## config.mk

```make
export PLATFORM = sky130hd
export DESIGN_NAME = status_classifier
export DESIGN_NICKNAME = d
export VERILOG_FILES = /design/src/rtl/status_pkg.sv /design/src/rtl/status_watchdog.sv /design/src/rtl/status_classifier.sv
export SDC_FILE = /design/constraint.sdc
export NUM_CORES = 1
export LEC_CHECK = 0
export CAP_MARGIN = 20
export CORE_MARGIN = 3
export CORE_UTILIZATION = 28
export CTS_CLUSTER_SIZE = 8
export DETAILED_ROUTE_END_ITERATION = 10
export PLACE_DENSITY = 0.58
export REMOVE_ABC_BUFFERS = 1
export SYNTH_ARGS = -nofsm -noshare
export SYNTH_HDL_FRONTEND = slang
export SYNTH_SLANG_ARGS = --single-unit
```

## constraint.sdc

```tcl
create_clock -name clk -period 3.2 [get_ports clk]
set_input_delay 0.64 -clock clk [delete_from_list [all_inputs] [get_ports clk]]
set_output_delay 0.64 -clock clk [all_outputs]
set_load 0.02 [all_outputs]
```

## src/rtl/status_pkg.sv

```systemverilog
// rtl/status_pkg.sv - shared status level encoding and threshold helper
package status_pkg;

  typedef enum logic [1:0] {
    ST_GREEN  = 2'b00,
    ST_YELLOW = 2'b01,
    ST_RED    = 2'b10,
    ST_FAULT  = 2'b11
  } status_t;

  function automatic int sat_sub(input int a, input int b);
    return (a > b) ? (a - b) : 0;
  endfunction

endpackage

```

## src/rtl/status_watchdog.sv

```systemverilog
// rtl/status_watchdog.sv - flags TIMEOUT consecutive cycles without an accepted sample
module status_watchdog #(
  parameter int TIMEOUT = 1000
) (
  input  logic clk,
  input  logic rst_n,
  input  logic i_sample_valid,
  output logic o_expire
);

  localparam int W = $clog2(TIMEOUT + 1);
  localparam logic [W-1:0] P_LAST = W'(TIMEOUT - 1);

  logic [W-1:0] r_cnt;

  // Counter parks at its last value, so expiry keeps asserting until a sample arrives
  assign o_expire = !i_sample_valid && (r_cnt == P_LAST);

  always_ff @(posedge clk or negedge rst_n) begin
    if (!rst_n) begin
      r_cnt <= '0;
    end else if (i_sample_valid) begin
      r_cnt <= '0;
    end else if (r_cnt != P_LAST) begin
      r_cnt <= r_cnt + 1'b1;
    end
  end

endmodule

```

## src/rtl/status_classifier.sv

```systemverilog
// rtl/status_classifier.sv - threshold classifier with hysteresis and persistence; STATUS_WATCHDOG_EN adds FAULT timeout
module status_classifier
  import status_pkg::*;
#(
  parameter int DATA_W  = 8,
  parameter int YEL_TH  = 100,
  parameter int RED_TH  = 200,
  parameter int HYST    = 10,
  parameter int PERSIST = 3,
  parameter int TIMEOUT = 1000
) (
  input  logic              clk,
  input  logic              rst_n,
  input  logic              sample_valid,
  input  logic [DATA_W-1:0] sample_data,
  output logic [1:0]        status_code,
  output logic              status_changed
);

  localparam logic [DATA_W-1:0] P_YEL    = DATA_W'(YEL_TH);
  localparam logic [DATA_W-1:0] P_RED    = DATA_W'(RED_TH);
  localparam logic [DATA_W-1:0] P_YEL_LO = DATA_W'(sat_sub(YEL_TH, HYST));
  localparam logic [DATA_W-1:0] P_RED_LO = DATA_W'(sat_sub(RED_TH, HYST));
  localparam logic [3:0]        P_PERSIST = 4'(PERSIST);

  status_t    r_state;
  status_t    r_cand;
  logic [3:0] r_cnt;
  logic       r_changed;

  status_t    w_raw;
  status_t    w_lvl;
  logic [3:0] w_cnt_next;
  logic       w_expire;

  always_comb begin
    w_raw = ST_GREEN;
    if (sample_data >= P_RED)      w_raw = ST_RED;
    else if (sample_data >= P_YEL) w_raw = ST_YELLOW;

    // Hysteresis only holds the current level on the way down; upward moves use the raw level
    w_lvl = w_raw;
    if (r_state == ST_RED && sample_data >= P_RED_LO)
      w_lvl = ST_RED;
    else if (r_state == ST_YELLOW && w_raw != ST_RED && sample_data >= P_YEL_LO)
      w_lvl = ST_YELLOW;

    w_cnt_next = (w_lvl == r_cand) ? (r_cnt + 4'd1) : 4'd1;
  end

`ifdef STATUS_WATCHDOG_EN
  status_watchdog #(
    .TIMEOUT(TIMEOUT)
  ) u_watchdog (
    .clk            (clk),
    .rst_n          (rst_n),
    .i_sample_valid (sample_valid),
    .o_expire       (w_expire)
  );
`else
  assign w_expire = 1'b0;
`endif

  always_ff @(posedge clk or negedge rst_n) begin
    if (!rst_n) begin
      r_state   <= ST_GREEN;
      r_cand    <= ST_GREEN;
      r_cnt     <= '0;
      r_changed <= 1'b0;
    end else begin
      r_changed <= 1'b0;
      if (sample_valid) begin
        if (r_state == ST_FAULT) begin
          r_state   <= w_raw;
          r_cand    <= w_raw;
          r_cnt     <= '0;
          r_changed <= 1'b1;
        end else if (w_lvl == r_state) begin
          r_cnt <= '0;
        end else if (w_cnt_next >= P_PERSIST) begin
          r_state   <= w_lvl;
          r_cand    <= w_lvl;
          r_cnt     <= '0;
          r_changed <= 1'b1;
        end else begin
          r_cand <= w_lvl;
          r_cnt  <= w_cnt_next;
        end
      end else if (w_expire && r_state != ST_FAULT) begin
        r_state   <= ST_FAULT;
        r_cnt     <= '0;
        r_changed <= 1'b1;
      end
    end
  end

  assign status_code    = r_state;
  assign status_changed = r_changed;

endmodule

```

Word level (Yosys, flattened, before mapping)
Index checks and enable logic that the tools add are counted.
Widths: inputs -> output; s select.

word-level totals
  flip-flop bits (word level) = 9
  bits of input ports = 11
  output and inout port bits = 3
  logic and storage cells = 40

cells by class
  add/sub/neg operators = 1
  $lt $le $gt $ge = 5
  equality and inequality tests = 7
  muxes and demuxes = 17
  reduce and logical (&&, ||, !) cells = 6

operator list
  kind                 count
  $ge 8x7->1 const B   2
  $ge 8x8->1 const B   2
  $mux 2               8
  $mux 4               4
  $mux 1               5
  $add 4x1->4 const B  1
  $eq 2x2->1           2
  $eq 2x2->1 const B   2
  $ge 4x2->1 const B   1
  $ne 2x2->1 const B   2
  $logic_and 1x1->1    3
  $reduce_and 3->1     1
  $eq 2x1->1 const B   1
  $reduce_and 2->1     1
  $reduce_bool 2->1    1

Longest topological paths before layout
Gate-level depths: netlist of the first run.

  depth in word-level cells = 15
  gate-level depth with buffers = 7

Worst setup path after synthesis of the first run
OpenSTA, ideal clock, no wires.

  path kind = input-to-reg
  start point = input sample_data[7]
  end point = register r_state[0], in the netlist status_code[0]
  setup time = 0.087 ns
  arrival time = 2.130 ns
  data required time = 3.113 ns
  slack = 0.983 ns
  stages on the path = 7
  cell sequence = buf_4 a21oi_1 or2_2 a221o_1 o221a_4 or3_1 o211ai_1

between the ends
  longest elaborated chain between the ends = 13
  elaborated cells between the ends (all ways) = 22
  classes of those cells = 5 x order compare; 4 x eq/ne; 8 x mux; 5 x reduce/logical

ends and longest elaborated chain
  what                             RTL line                 text
  from (decl)                      status_classifier.sv:15  input logic [DATA_W-1:0] sample_data,
  $ge 8x7->1                       status_classifier.sv:39  else if (sample_data >= P_YEL) w_raw = ST_YELLOW;
  $mux 1                           status_classifier.sv:39
  $mux 2                           status_classifier.sv:38  if (sample_data >= P_RED) w_raw = ST_RED;
  $ne 2x2->1                       status_classifier.sv:45  else if (r_state == ST_YELLOW && w_raw != ST_RED && sample_data >= P_YEL_LO)
  $logic_and 1x1->1 (2 in series)  status_classifier.sv:45
  $mux 2                           status_classifier.sv:45
  $mux 2                           status_classifier.sv:43  if (r_state == ST_RED && sample_data >= P_RED_LO)
  $eq 2x2->1                       status_classifier.sv:48  w_cnt_next = (w_lvl == r_cand) ? (r_cnt + 4'd1) : 4'd1;
  $mux 4                           status_classifier.sv:48
  $ge 4x2->1                       status_classifier.sv:80  end else if (w_cnt_next >= P_PERSIST) begin
  $reduce_bool 2->1 (no line)      --
  $reduce_and 3->1 (no line)       --
  to (signal assigned)             status_classifier.sv:74  r_state <= w_raw;
  to (signal assigned)             status_classifier.sv:81  r_state <= w_lvl;
  to (decl)                        status_classifier.sv:26  status_t r_state;

Parallel ways exist; a longest one is shown, timed or not. The select of a mux whose other input is x is not followed.
A chain may end at the register's enable or synchronous reset.

Final worst setup path of the first run
Same ends and word-level chain as after synthesis.

==> results of run 1 <==
## final cells by class
class                   count  area (sq um)
flip-flops and latches      9           225
multi-input cells          63           415
well taps                  28          35.0
inverters                   3          11.3
fillers                   241          1400
repair buffers             12           120
clock buffers               4          26.3
## per-layer routing
metal  part of all wire  track usage  vias to the layer above
met4             0.0060       0.0486                        0
li1                   -            -                      332
met2               0.47        0.205                       21
met1               0.46        0.154                      318
met3              0.061       0.0161                        2
met5                  0            0                        -
## state kept, by name (all words and copies together), names as in the netlist
signal / count
r_cnt: 4
status_changed: 1
status_code: 2
r_cand: 2
## power breakdown
part | switching (mW) | internal (mW)
sequential | 0.0488 | 0.146
combinational | 0.138 | 0.141
clock | 0.0369 | 0.0479
## stage by stage
stage                     utilization  instances  hold slack [ns]  total power [mW]  cell area [sq um]
after CTS                       0.373        119            0.555             0.564                833
after global placement          0.361        115            0.548             0.475                807
final                           0.373        119            0.551             0.559                833
after floorplan                     -         75            0.344             0.390                652
after global routing            0.373        119            0.581             0.612                833
after detailed placement        0.361        115            0.542             0.475                807
## worst paths after layout
kind / end / slack (ns)
setup reg to reg: status_code[0] / 1.06
hold reg to reg: r_cand[0] / 0.55
min in group asynchronous: r_cnt[2] / 0.68
setup / recovery: status_code[0] / 0.66
max in group asynchronous: r_cand[0] / 2.23
hold / removal: r_cand[0] / 0.55
## cells by family after synthesis
group,count (synthesis)
flops,9
buf+inv,5
fa+ha+maj,1
compound gates,28
simple gates,34
## placed cells by master, fill, tap and decap left out, types with 2 or more instances in the layout
master	n
nand2_1	4
nor2b_1	2
nand3_1	4
dfrtp_1	9
clkdlybuf4s50_1	12
nand2b_1	4
nor3_1	3
o22ai_1	2
a21oi_1	5
clkbuf_4	3
inv_1	3
a31oi_1	2
nor2_1	9
nand4b_1	2
o211ai_1	3
==> results.md, run 1 <==
- Leak: 0.310 nW
- Post-CTS Resized: 0
- WP depth: 7
- Final Hold Viols: 0
- Max Slew Vio Count: 0
- Num ports: 14
- CTS Hold Bufs: 0
- Synth top cells by count: 9 x dfrtp_1, 9 x nor2_1, 5 x a21oi_1
- Total of max-cap violations: 0
- N_diodes: 0
- GRT overflow: 0
- HP Class: reg2reg
- Slew HR: 0.728
- Hold Path Cell Cnt: 1
- Fin crit period: 2.54 ns
- R2r startpoint: status_code[1]
- Vias in the first global route: 638
- CP max FO: 8
- Initial antenna violation count: 0
- Post-synthesis xor/xnor area fraction: 0
- Worst Path Buf+Inv: 1
- Routed length per instance: 12.7 um
- Max clock buf depth: 2
- Adder-cell share of the synthesized area: 0.0187
- Synth Area in Simple Gates: 0.278
- Area of the die: 0.00302 sq mm
- Worst path cell trace: clkdlybuf4s50_1, a21oi_1, or2_2, a221o_1, o221a_4, or3_1, o211ai_1
- Crit start category: primary input
- Ys Warns: 0
- Cell variety after synth: 38
- Period Utilization, post-route: 0.794
- Clk_skew: 0.00257 ns
- Main flop type after synthesis: dfrtp_1
- Worst path slowest cell: clkdlybuf4s50_1
- CP startpoint: sample_data[7]
- Initial Util: 0.300
- Layout cells sized above 1: 0.0769
- 1st-iter DRT viols: 9
- CORE AREA: 0.00223 sq mm
- CTS tree: yes
- Syn Inst Count: 77
- Status: completed
- Largest family of logic cells by synthesized area: compound AO/OA/AOI/OAI gates
- Post-synthesis async set-or-reset flop share: 1.00
- PD cells: 671 mW/mm^2
- #FFs+latches synth: 9
- Tot GR Track Use: 0.121
- Compound-Gate Fraction of Synth Area: 0.323
- Synthesized area per cell: 8.71 sq um
- Drt via density: 5.66
- Synth top area cells: dfrtp_1 34%, nor2_1 5.0%, a21oi_1 3.7%
- Seq/Total Area, Yosys: 0.336
- Post-Synthesis Cell Area: 671 sq um
- CP delay by family, top: compound AO/OA/AOI/OAI gates
- Setup CP Type: in2reg
- Worst path required time: 3.37 ns
- Setup WS pre-CTS: 0.399 ns
- Hpwl dp: 1.21 mm
- CTS root buf: clkbuf_4
- Worst Tran Pin Value: 0.407 ns
- Arrival time at the worst endpoint: 2.72 ns
- Hold_sp: r_cand[0]
- Final Worst Setup Slack: 0.658 ns
- TritonRoute pass-1 iters: 4
- WL final: 1.51 mm
- RePlAce Congestion: 0.753
- R2r worst-path depth: 6
- CP max stage delay: 0.60 ns
- Fmax: 393 MHz
- Setup-failing EPs final: 0
- Final Net Count: 104
- Max IR drop VDD: 250 uV
- Setup_tns: 0 ns
- Largest net degree at the start of global routing: 12
- RSZ-0062 raised after global routing: no
- Synth top area share: 0.336
- Clock Sinks: 9
- Die height: 54.9 um
- Layout area overhead: 24.3%
- Post-synth EDFFs: 0
- Multiplexer share of the synthesized area: 0
- Row cnt: 17
- Post-CTS Setup Repair Bufs: 0
- Post-route DRC: 0
- Die Width: 54.9 um
- First-pass GRT wire length: 2.67 mm
- Yosys top cell by area: dfrtp_1
- Clock latency at the later pin of the worst-skew pair: 0.25 ns
- Post-DRT Antenna Nets: 0
- Depth of the CTS H-tree: 1
- Clock slew at reported path FFs: 0.06 ns
- PortBufs: 12
- DR vias: 673
- Crit end category: flop
- Cts bufs inserted: 3
Power figures use the tool's default switching activity.
==> inputs of run 2 (changes only) <==
PLACE_DENSITY = 0.6   (was 0.58)
clock period = 2.14 ns   (was 3.2 ns; I/O delays follow)
==> run 2 against run 1 <==
Total power increased by 70%. Largest cell class unchanged. Clock-buffer cell count unchanged. Final cell count increased by 13%. Critical endpoint unchanged. Critical path type unchanged. Sequential cell count unchanged. Via count increased by 6.8%.
==> results.md, run 2 (synthesis results as in run 1) <==
- Status: completed
- CTS tree: yes
- Die height: 54.9 um
- CP max FO: 3
- R2r startpoint: status_code[1]
- Max reg flops: 4
- Most flops, register: r_cnt
- Final Hold Viols: 0
- Worst path required time: 2.31 ns
- Layout area overhead: 45.0%
- Minimum hold slack: 0.474 ns
- Area of the die: 0.00302 sq mm
- CP startpoint: sample_data[4]
- Fin crit period: 2.02 ns
- Routed length per instance: 13.2 um
- Max IR drop VDD: 452 uV
- Final Net Count: 120
- Setup CP Type: in2reg
- Hpwl dp: 1.34 mm
- Post-DP Area: 920 sq um
- CTS Hold Bufs: 0
- CP max stage delay: 0.36 ns
- Clk_skew: 0.00356 ns
- Fin area: 972 sq um
- CTS root buf: clkbuf_4
- Worst path slowest cell: or3_1
- HP Class: in2async
- Drt via density: 5.33
- Clock Sinks: 9
- Post-DRT Antenna Nets: 0
- First-pass GRT wire length: 2.88 mm
- Post-route DRC: 0
- Depth of the CTS H-tree: 1
- Worst Tran Pin Value: 0.421 ns
- Clock slew at reported path FFs: 0.06 ns
- Fmax: 495 MHz
- Crit start category: primary input
- Period Utilization, post-route: 0.945
- RSZ-0062 raised after global routing: no
- PortBufs: 12
- Max clock buf depth: 2
- DR vias: 719
- # fillers: 226
- WL final: 1.78 mm
- Slew HR: 0.719
- Die Width: 54.9 um
- 1st-iter DRT viols: 7
- Initial antenna violation count: 0
- N_diodes: 0
- CORE AREA: 0.00223 sq mm
- Commonest non-fill, non-tap cell in the layout: buf_4
- Largest net degree at the start of global routing: 10
- Leak: 0.403 nW
- Row cnt: 17
- GRT overflow: 0
- Vias in the first global route: 731
- Clock latency at the later pin of the worst-skew pair: 0.25 ns
- Setup-failing EPs final: 0
- Total of max-cap violations: 0
- Cts bufs inserted: 3
- Layout cells sized above 1: 0.243
- PD cells: 977 mW/mm^2
- Num ports: 14
- Initial Util: 0.300
- RePlAce Congestion: 0.725
- Worst path cell trace: dlygate4sd2_1, buf_4, o311a_4, a221o_1, o221a_4, or3_1, o211ai_1
- Crit end category: flop
- TritonRoute pass-1 iters: 4
- Tot GR Track Use: 0.133
- Most frequent cells in the layout: 15 x buf_4, 9 x nor2_1, 9 x dfrtp_1
- Arrival time at the worst endpoint: 2.19 ns
- Max Slew Vio Count: 0
==> run 2: area by class of cell <==
| class | count | area, sq um | share of cell area |
|---|---|---|---|
| flip-flops and latches | 9 | 225 | 0.232 |
| repair buffers | 28 | 236 | 0.243 |
| multi-input cells | 63 | 438 | 0.450 |
| clock buffers | 4 | 26.3 | 0.0270 |
| well taps | 28 | 35.0 | 0.0360 |
| inverters | 3 | 11.3 | 0.0116 |
==> run 2: critical path: cells and delay by family <==
kind / cells / cell delay, ns
AOI/OAI and AO/OA: 4 / 0.99
and+or+nand+nor: 1 / 0.36
buffers and inverters: 2 / 0.39
==> run 2: metal layers <==
layer / wire, um / global-route usage
met2: 890 / 0.234
met4: 9 / 0.0729
met1: 799 / 0.152
met3: 85 / 0.0214
met5: 0 / 0
==> run 2: final timing paths <==
check / to / slack (ns) / depth (start not counted)
min in group clk: r_cnt[2] / 0.56 / 1
setup / recovery: status_code[0] / 0.12 / 7
max in group asynchronous: r_cand[0] / 1.37 / 1
hold reg to reg: r_cnt[2] / 0.56 / 1
setup reg to reg: status_code[0] / 0.16 / 6
hold / removal: r_cnt[1] / 0.47 / 1
==> run 2: repair_timing <==
action	CTS	global route
resized for setup	11	1
buffers inserted	0	1
endpoints found under the setup margin	6	2
pin swaps	3	2
==> run 2: metrics by stage <==
step / worst slack, ns / TNS [ns] / total power [mW] / utilization / std cells
final: 0.118 / 0 / 0.950 / 0.435 / 135
after global routing: 0.00758 / 0 / 1.04 / 0.435 / 135
after CTS: 0.100 / 0 / 0.946 / 0.431 / 134
after detailed placement: -0.408 / -2.37 / 0.804 / 0.412 / 130
after global placement: -0.395 / -2.27 / 0.796 / 0.412 / 130
after floorplan: 0.0626 / 0 / 0.583 / - / 75
==> run 2: report_power, final <==
group | internal (mW) | switching (mW) | total (mW)
combinational | 0.290 | 0.255 | 0.545
sequential | 0.219 | 0.0593 | 0.278
clock | 0.0716 | 0.0549 | 0.127
total | 0.580 | 0.369 | 0.950
